==> src/rtl/step_controller_if.sv <==
// Handshake bundle between the CPU front panel/control unit and the step controller.
// The master drives the raw panel inputs and Continue; the slave produces the step strobe and status.
interface step_controller_if;
  logic       step_btn;
  logic       run_sw;
  logic       cpu_continue;
  logic       step_en;
  logic       halted;
  logic [1:0] state;

  modport master (
    output step_btn, run_sw, cpu_continue,
    input  step_en, halted, state
  );

  modport slave (
    input  step_btn, run_sw, cpu_continue,
    output step_en, halted, state
  );
endinterface

==> src/rtl/step_controller.sv <==
// CPU clock-enable generator: debounced single-step button and run switch, free-run rate divider,
// and a sticky HALT entered when the control unit drops Continue.
module step_controller #(
  parameter int unsigned DEBOUNCE_CYCLES = 16,
  parameter int unsigned RUN_DIV         = 1000
) (
  input  logic             clk,
  input  logic             reset_n,
  step_controller_if.slave bus
);

  typedef enum logic [1:0] {
    IDLE = 2'b00,
    STEP = 2'b01,
    RUN  = 2'b10,
    HALT = 2'b11
  } state_e;

  localparam int unsigned BTN = 0;
  localparam int unsigned SW  = 1;

  localparam logic [7:0]  DB_LIMIT  = 8'(DEBOUNCE_CYCLES);
  localparam logic [15:0] RATE_LAST = 16'(RUN_DIV - 1);

  logic [1:0]      sync1_q, sync1_d;
  logic [1:0]      sync2_q, sync2_d;
  logic [1:0]      level_q, level_d;
  logic [1:0][7:0] cnt_q, cnt_d;
  logic            btn_prev_q, btn_prev_d;
  logic [1:0]      valid_q, valid_d;
  logic            armed_q, armed_d;
  state_e          state_q, state_d;
  logic [15:0]     rate_q, rate_d;
  logic            step_en_q, step_en_d;
  logic            step_req;

  // NOTE: every signal written in an always_comb gets a default first, so no path leaves it unassigned (no latch).
  always_comb begin
    sync1_d    = {bus.run_sw, bus.step_btn};
    sync2_d    = sync1_q;
    level_d    = level_q;
    cnt_d      = cnt_q;
    btn_prev_d = level_q[BTN];
    valid_d    = {valid_q[0], 1'b1};

    for (int i = 0; i < 2; i++) begin
      if (sync2_q[i] == level_q[i]) begin
        cnt_d[i] = '0;
      end else if (cnt_q[i] == DB_LIMIT) begin
        level_d[i] = sync2_q[i];
        cnt_d[i]   = '0;
      end else begin
        cnt_d[i] = cnt_q[i] + 8'd1;
      end
    end

    // A button held through reset stays disarmed until the synchronized level is seen low once.
    armed_d = armed_q | (valid_q[1] & ~sync2_q[BTN]);
  end

  assign step_req = level_q[BTN] & ~btn_prev_q & armed_q;

  always_comb begin
    state_d   = state_q;
    rate_d    = '0;
    step_en_d = 1'b0;

    unique case (state_q)
      IDLE: begin
        if (!bus.cpu_continue) begin
          state_d = HALT;
        end else if (level_q[SW]) begin
          state_d = RUN;
        end else if (step_req) begin
          state_d   = STEP;
          step_en_d = 1'b1;
        end
      end
      STEP: begin
        state_d = bus.cpu_continue ? IDLE : HALT;
      end
      RUN: begin
        if (!bus.cpu_continue) begin
          state_d = HALT;
        end else if (!level_q[SW]) begin
          state_d = IDLE;
        end else if (rate_q == RATE_LAST) begin
          step_en_d = 1'b1;
        end else begin
          rate_d = rate_q + 16'd1;
        end
      end
      HALT: begin
        state_d = HALT;
      end
      default: begin
        state_d = IDLE;
      end
    endcase
  end

  // NOTE: sequential state uses non-blocking assignments so every flop samples pre-edge values.
  always_ff @(posedge clk or negedge reset_n) begin
    if (!reset_n) begin
      sync1_q    <= '0;
      sync2_q    <= '0;
      level_q    <= '0;
      cnt_q      <= '0;
      btn_prev_q <= 1'b0;
      valid_q    <= '0;
      armed_q    <= 1'b0;
      state_q    <= IDLE;
      rate_q     <= '0;
      step_en_q  <= 1'b0;
    end else begin
      sync1_q    <= sync1_d;
      sync2_q    <= sync2_d;
      level_q    <= level_d;
      cnt_q      <= cnt_d;
      btn_prev_q <= btn_prev_d;
      valid_q    <= valid_d;
      armed_q    <= armed_d;
      state_q    <= state_d;
      rate_q     <= rate_d;
      step_en_q  <= step_en_d;
    end
  end

  assign bus.step_en = step_en_q;
  assign bus.halted  = (state_q == HALT);
  assign bus.state   = state_q;

endmodule

==> src/flat_wrapper.sv <==
// flat-port wrapper written by rule: the top's interface ports become plain ports
module step_controller_flat 
#(
  parameter int unsigned DEBOUNCE_CYCLES = 16,
  parameter int unsigned RUN_DIV         = 1000
)
  (clk, reset_n, bus_step_btn, bus_run_sw, bus_cpu_continue, bus_step_en, bus_halted, bus_state);
  step_controller_if bus_i ();
  input  logic clk;
  input  logic reset_n;
  input wire logic [$bits(bus_i.step_btn)-1:0] bus_step_btn;
  input wire logic [$bits(bus_i.run_sw)-1:0] bus_run_sw;
  input wire logic [$bits(bus_i.cpu_continue)-1:0] bus_cpu_continue;
  output wire logic [$bits(bus_i.step_en)-1:0] bus_step_en;
  output wire logic [$bits(bus_i.halted)-1:0] bus_halted;
  output wire logic [$bits(bus_i.state)-1:0] bus_state;
  assign bus_i.step_btn = bus_step_btn;
  assign bus_i.run_sw = bus_run_sw;
  assign bus_i.cpu_continue = bus_cpu_continue;
  assign bus_step_en = bus_i.step_en;
  assign bus_halted = bus_i.halted;
  assign bus_state = bus_i.state;
  step_controller #(.DEBOUNCE_CYCLES(DEBOUNCE_CYCLES), .RUN_DIV(RUN_DIV)) u_core (.clk(clk), .reset_n(reset_n), .bus(bus_i));
endmodule
==> config.mk <==
export PLATFORM = sky130hd
export DESIGN_NAME = step_controller_flat
export DESIGN_NICKNAME = d
export VERILOG_FILES = /design/src/rtl/step_controller_if.sv /design/src/rtl/step_controller.sv /design/src/flat_wrapper.sv
export SDC_FILE = /design/constraint.sdc
export NUM_CORES = 1
export LEC_CHECK = 0
export ABC_AREA = 1
export ABC_CLOCK_PERIOD_IN_PS = 1490
export CORE_ASPECT_RATIO = 0.9
export CORE_MARGIN = 8
export CORE_UTILIZATION = 40
export CTS_CLUSTER_DIAMETER = 50
export DETAILED_ROUTE_END_ITERATION = 10
export PLACE_DENSITY_LB_ADDON = 0.15
export SLEW_MARGIN = 10
export SYNTH_ARGS = -nofsm -noshare
export SYNTH_HDL_FRONTEND = slang
export SYNTH_SLANG_ARGS = --single-unit
==> constraint.sdc <==
create_clock -name clk -period 1.49 [get_ports clk]
set_clock_uncertainty 0.2 [all_clocks]
set_input_delay 0.3725 -clock clk [delete_from_list [all_inputs] [get_ports clk]]
set_output_delay 0.3725 -clock clk [all_outputs]
set_load 0.03 [all_outputs]
==> results of run 1 <==
==> synth_stat cells, types with 2 or more instances <==
cell | count | share of area (%)
nor2_1 | 49 | 8.2
dfrtp_1 | 45 | 50
nand2_1 | 39 | 6.5
inv_1 | 31 | 5.2
nand3_1 | 18 | 4.0
nor3_1 | 11 | 2.4
ha_1 | 8 | 4.5
a21oi_1 | 7 | 1.6
xor2_1 | 7 | 2.7
inv_2 | 5 | 0.84
nor3_2 | 5 | 2.2
o21ai_0 | 5 | 1.1
xnor2_1 | 4 | 1.6
nand2_2 | 3 | 0.84
nand4_1 | 3 | 0.84
nor2_2 | 3 | 0.84
nor2_4 | 3 | 1.5
nand2_4 | 2 | 1.0
nand3_2 | 2 | 0.89
o21bai_1 | 2 | 0.67
==> sequential cells by signal, summed over array words and instances (netlist names) <==
signal              flops
u_core.rate_q          16
u_core.btn_prev_q       1
u_core.level_q          2
u_core.bus.step_en      1
u_core.armed_q          1
u_core.sync2_q          2
u_core.sync1_q          2
u_core.valid_q          2
u_core.cnt_q           16
u_core.bus.state        2
==> per-stage QoR <==
stage / instance area [µm²] / setup TNS, ns / setup slack [ns] / util, %
finish: 2880 / -2.54 / -0.146 / 51.7
global route: 2880 / -5.01 / -0.251 / 51.7
CTS: 2770 / -2.51 / -0.144 / 49.9
detailed placement: 2540 / -4.48 / -0.289 / 45.7
global placement: 2540 / -3.99 / -0.258 / 45.7
floorplan: 2280 / -0.240 / -0.0299 / -
==> layout make-up <==
type                    count  area (µm²)
well taps                  70        87.6
multi-input cells         178        1120
inverters                  37         145
flip-flops and latches     45        1130
repair buffers             31         292
clock inverters             2        17.5
fillers                   522        2690
clock buffers               6        82.6
==> routing by layer <==
| layer | GRT usage [%] | wire length, µm | up-vias |
|---|---|---|---|
| met2 | 17.6 | 1950 | 28 |
| met3 | 3.10 | 161 | 9 |
| met1 | 15.3 | 2140 | 794 |
| met4 | 5.10 | 84 | 0 |
| li1 | - | - | 887 |
| met5 | 0 | 0 | - |
==> what timing repair did <==
action                                  in CTS  in global routing
buffers inserted                             6                  2
endpoints found under the setup margin      21                 28
gates resized for setup                     13                 23
pin swaps                                    3                  5
endpoints found under the hold margin       45                  0
hold buffers                                 1                  0
gates cloned                                 1                  0
==> kinds of logic (layout without fill, tap and decap cells) <==
group | after synthesis | count (layout) | synth area share [%]
compound gates | 17 | 17 | 4.34
flops | 45 | 45 | 50.1
other cells | 1 | 1 | 0.167
simple gates | 140 | 141 | 29.9
buf+inv | 38 | 76 | 6.74
fa+ha+maj | 8 | 8 | 4.45
xor+xnor | 11 | 11 | 4.29
==> worst max-delay path by stage <==
stage,start,to,slack (ns),depth (start not counted)
floorplan,u_core.bus.state[0],u_core.bus.state[0],-0.03,7
global placement,bus_cpu_continue,u_core.bus.state[0],-0.26,6
detailed placement,bus_cpu_continue,u_core.bus.state[0],-0.29,6
CTS,u_core.bus.state[0],bus_halted,-0.14,2
global route,u_core.bus.state[0],u_core.rate_q[12],-0.25,8
finish,u_core.bus.state[0],bus_halted,-0.15,2
==> worst reg2reg max path: cells and delay by family (launching register included) <==
kind                     cells  cell delay (ns)
adder cells (fa/ha/maj)      1             0.13
flip-flops                   1             0.43
AND/OR/NAND/NOR              4             0.46
buffers and inverters        3             0.34
==> power groups by stage <==
stage | clock (mW) | sequential, mW | combinational [mW]
2_1_floorplan | 0 | 1.28 | 0.0385
3_3_place_gp | 0 | 1.28 | 0.0897
3_5_place_dp | 0 | 1.28 | 0.0895
4_1_cts | 0.869 | 1.26 | 0.0924
5_1_grt | 0.899 | 1.26 | 0.112
6_report | 0.827 | 1.26 | 0.0915
==> impl_results.md, run 1 <==
- Fin worst setup slack: -0.146 ns
- Nets: between 300 and 400
- Final Hold Viols: 0
- Post-Syn Area: 2250 µm²
- Area grow syn2layout: 28.0%
- Avg Cell Area, Syn: about 8.6 µm²
- Overall routing resource usage: 11.7%
- Mapped Nets: approximately 270
- DRT antenna net count: 0
- Routed len/inst: 11.8 µm
- Drt total wl: roughly 4300 µm
- Post-DP HPWL: approximately 2900 µm
- Die height: about 87 µm
- PortBufs: 8
- CP Buf/Inv Count: 1
- Switching Share: between 20% and 30%
- Ports: 9
- Placed cell count: 351
- Comb pwr share: under 10%
- RSZ-0062 raised after global routing: true
- First-pass GRT wire length: 7670 µm
- Final GP Congestion: ~0.81
- Vias: 1,718
- Power Dens Cells: 756 nW/µm²
- Clock buffer depth: 2
- WHS Path Cells: 0
- TritonCTS Buffers: 5
- Critical R2R Capture: u_core.rate_q[11]
- Maximum vdd ir drop: between 0.0005 and 0.0006 V
- Die width: approximately 95 µm
- Failing checks: setup timing
- Clk pwr share: approximately 38%
- Initial DRT Pass Iterations: 4
- Most frequent cells in the layout: nor2_1, dfrtp_1, nand2_1
- Crit path DAT: 1.06 ns
- Design Power: 2.18 mW
- CP startpoint kind: flop
- CTS root buf: clkbuf_8
- Leakage: 1.26 nW
- Core box area: 5560 µm²
- FF-to-FF setup slack: -0.15 ns
- Seq pwr share: between 50% and 60%
- Worst hold slack: between 0.15 and 0.2 ns
- Post-route insts no fill: 369
- Switch Pwr: 511 µW
- Vias in the first global route: ~1,700
- Initial drt markers: 52
- N_diodes: 0
- Min Tclk post-route: 1.64 ns
- Vias per cell: between 4 and 5
- FF+latch count, synth: 45
- Die ar.: just over 8000 µm²
- Synth Flop Type: dfrtp_1
- CTS Sinks: 45
- Effective utilization at floorplan: between 40% and 50%
- End of the worst hold path: u_core.sync2_q[0]
- H-tree depth: 2
- DRC viols: 0
- Yosys Warn Count: 0
- Critical Path Slowest Stage Cell: dfrtp_2
- Largest net degree at the start of global routing: 46
- Syn Inst Count: 260
- Peak Freq: between 600 and 700 MHz
- Final worst-path cycle share: 110%
- Reg2reg start: u_core.bus.state[0]
- R2R cell count: 8
- Max Slew Vio Count: 0
- Internal Power: about 1.7 mW
- Critical hold path startpoint: u_core.sync1_q[0]
- Grt total ovfl: 0
- Worst skew pair latency: 0.30 ns
- Share of layout cells above drive strength 1: 29.4%
- Status: complete, but fails checks
- Yosys cell types: 28
- Crit Path Max Fanout: 2
- Largest stage delay, worst path: between 0.4 and 0.5 ns
- Cell family with most CP delay: flip-flops
- Post-synth EDFFs: 0
- CP required: slightly above 0.9 ns
- Ys async rst share: between 90% and 100%
- Register area share after synthesis: ~50%
- Final setup fails: 22
- CTS tree: done
- Critical path type: flop to output port
- CP Cell Sequence: ha_2 -> buf_6
- Min-delay worst type: flop to flop
- # rows: 26
- CP endpoint kind: output port
- Max-Cap Viols: 0
- Initial antenna violation count: 0
- Clock-pin slew on the worst setup and hold paths: 0.09 ns
No activity file was read; power rests on OpenSTA's default activity.
==> run 2, diff against run 1 <==
--- a/config.mk
+++ b/config.mk
@@ -7,10 +7,11 @@
 export LEC_CHECK = 0
 export ABC_AREA = 1
 export ABC_CLOCK_PERIOD_IN_PS = 1490
+export CELL_PAD_IN_SITES_DETAIL_PLACEMENT = 0
+export CELL_PAD_IN_SITES_GLOBAL_PLACEMENT = 1
 export CORE_ASPECT_RATIO = 0.9
 export CORE_MARGIN = 8
-export CORE_UTILIZATION = 40
-export CTS_CLUSTER_DIAMETER = 50
+export CORE_UTILIZATION = 25
 export DETAILED_ROUTE_END_ITERATION = 10
 export PLACE_DENSITY_LB_ADDON = 0.15
 export SLEW_MARGIN = 10
==> run 2 against run 1 <==
The flow still finishes with violations (setup timing); cell count grew 15%; die area grew 48%; utilization shrank 18 points; register-to-register slack gained 0.02 ns; clock power shrank 8.9%; final area grew 5.3%; largest power group unchanged; critical endpoint is now u_core.bus.state[0].
==> impl_results.md, run 2 (synthesis gave the netlist of run 1 again) <==
- Status: complete, but fails checks (unchanged)
- Failing checks: setup timing (unchanged)
- Final setup fails: 23 (was 22)
- Share of layout cells above drive strength 1: 33.0% (was 29.4%)
- Core box area: 8920 µm² (was 5560 µm²)
- Critical path type: flop to flop (was flop to output port)
- First-pass GRT wire length: 8220 µm (was 7670 µm)
- CTS root buf: clkbuf_8 (unchanged)
- DRT antenna net count: 0 (unchanged)
- CP Cell Sequence: buf_6 -> inv_6 -> ha_4 -> nand2_4 -> nor2_4 -> buf_6 -> a21oi_4 -> or2_0 -> nand2_1 (was ha_2 -> buf_6)
- Post-DP HPWL: 3340 µm (was 2890 µm)
- Final GP Congestion: 0.700 (was 0.807)
- Most frequent cells in the layout: dfrtp_1, nor2_1, nand2_1 (was nor2_1, dfrtp_1, nand2_1)
- Top flop regs: u_core.cnt_q x16, u_core.rate_q x16 (unchanged)
- Ports: 9 (unchanged)
- CP startpoint kind: flop (unchanged)
- Grt met3 use: 2.38% (was 3.10%)
- Worst skew pair latency: 0.30 ns (about the same)
- Peak Freq: 617 MHz (was 611 MHz)
- Overall routing resource usage: 8.47% (was 11.7%)
- Leakage: 1.28 nW (was 1.26 nW)
- Die width: 116 µm (was 95.0 µm)
- Vias per cell: 4.02 (was 4.66)
- Min-delay worst type: flop to flop (unchanged)
- Final worst-path cycle share: 109% (was 110%)
- Clock buffer depth: 2 (unchanged)
- Gr busiest metal: met2 (unchanged)
- Grt total ovfl: 0 (unchanged)
- CTS tree: done (unchanged)
- Post-DP Area: 2630 µm² (was 2540 µm²)
- CP endpoint kind: flop (was output port)
- Met1 usage: 11.0% (was 15.3%)
- TritonCTS Buffers: 5 (unchanged)
- Maximum vdd ir drop: 0.000330 V (was 0.000554 V)
- H-tree depth: 2 (unchanged)
- Critical Path Slowest Stage Cell: dfrtp_2 (unchanged)
- Commonest non-fill, non-tap cell in the layout: dfrtp_1
- Area grow syn2layout: 34.8% (was 28.0%)
- Initial drt markers: 45 (was 52)
- Max Slew Vio Count: 0 (unchanged)
- Min Tclk post-route: 1.62 ns (was 1.64 ns)
- # rows: 33 (was 26)
- Effective utilization at floorplan: 25.2% (was 40.4%)
- Vias: 1,709 (was 1,718)
- Vias in the first global route: 1,724 (was 1,714)
- Routed len/inst: 11.6 µm (was 11.8 µm)
- Clock-pin slew on the worst setup and hold paths: 0.09 ns (about the same)
- Fin worst setup slack: -0.131 ns (was -0.146 ns)
- CP required: 1.53 ns (was 0.92 ns)
- Initial antenna violation count: 0 (unchanged)
- Most frequent CP cell: buf_6
- PortBufs: 8 (unchanged)
- RSZ-0062 raised after global routing: true (unchanged)
- GR Util met2: 13.1% (was 17.6%)
- Die height: 106 µm (was 87.1 µm)
- N_diodes: 0 (unchanged)
- Fin area: 3030 µm² (was 2880 µm²)
- Initial DRT Pass Iterations: 4 (unchanged)
- Max-Cap Viols: 0 (unchanged)
- Crit Path Max Fanout: 4 (was 2)
- Power Dens Cells: 698 nW/µm² (was 756 nW/µm²)
- Largest net degree at the start of global routing: 46 (unchanged)
- Crit path DAT: 1.66 ns (was 1.06 ns)
- Largest stage delay, worst path: 0.44 ns (was 0.43 ns)
- Nets: 316 (was 311)
- Post-Route Utilization: 34.0% (was 51.7%)
- Drt total wl: 4940 µm (was 4340 µm)
- CTS Sinks: 45 (unchanged)
- Final Hold Viols: 0 (unchanged)
- Die ar.: 12,300 µm² (was 8280 µm²)
- DRC viols: 0 (unchanged)
## run 2: cell type report
| class | instances | area, µm² |
|---|---|---|
| clock buffer | 5 | 68.8 |
| timing repair buffer | 36 | 320 |
| clock inverter | 2 | 16.3 |
| fill | 969 | 5890 |
| tap | 122 | 153 |
| multi-input combinational | 178 | 1190 |
| sequential | 45 | 1130 |
| inverter | 37 | 150 |
## run 2: what timing repair did
action / CTS / global route
pin swaps: 6 / 18
setup endpoints to repair: 18 / 30
gates cloned: 0 / 1
hold buffers: 1 / 0
endpoints found under the hold margin: 45 / 0
resized for setup: 18 / 37
setup buffers: 4 / 6
## run 2: routing by layer
metal  vias to the layer above  share of wire [%]
met2                        13                 46
met3                         5                2.6
met4                         0                1.2
li1                        899                  -
met1                       792                 50
met5                         -                  0
## run 2: path summary, 6_finish.rpt
kind | from | end | slack (ns) | depth (start not counted)
max | u_core.bus.state[0] | u_core.bus.state[0] | -0.13 | 9
min | u_core.sync1_q[1] | u_core.sync2_q[1] | 0.16 | 0
max reg2reg | u_core.bus.state[0] | u_core.bus.state[0] | -0.13 | 9
min reg2reg | u_core.sync1_q[1] | u_core.sync2_q[1] | 0.16 | 0
max in group asynchronous | reset_n | u_core.bus.state[1] | 0.47 | 3
min in group asynchronous | reset_n | u_core.rate_q[14] | 0.39 | 3
## run 2: through the flow
step	total power, mW	setup TNS, ns	std cells	hold WS, ns	setup WS, ns
final	2.11	-1.99	425	0.155	-0.131
after global routing	2.22	-3.73	425	0.166	-0.200
after CTS	2.15	-2.00	418	0.159	-0.140
after detailed placement	1.38	-4.30	406	0.136	-0.272
after global placement	1.38	-4.30	406	0.133	-0.262
after floorplan	1.32	-0.240	260	-0.123	-0.0299
## run 2: critical path: cells and delay by family (launching register included)
family | cells | cell delay [ns]
flops | 1 | 0.44
fa+ha+maj | 1 | 0.13
simple gates | 4 | 0.44
buf+inv | 3 | 0.32
compound gates | 1 | 0.03
## run 2: power by group
part | total (mW) | internal, mW | leakage [nW] | switching (mW)
registers | 1.26 | 1.24 | 0.594 | 0.0172
logic | 0.103 | 0.0431 | 0.647 | 0.0596
clock network | 0.753 | 0.324 | 0.0402 | 0.429
total | 2.11 | 1.61 | 1.28 | 0.506
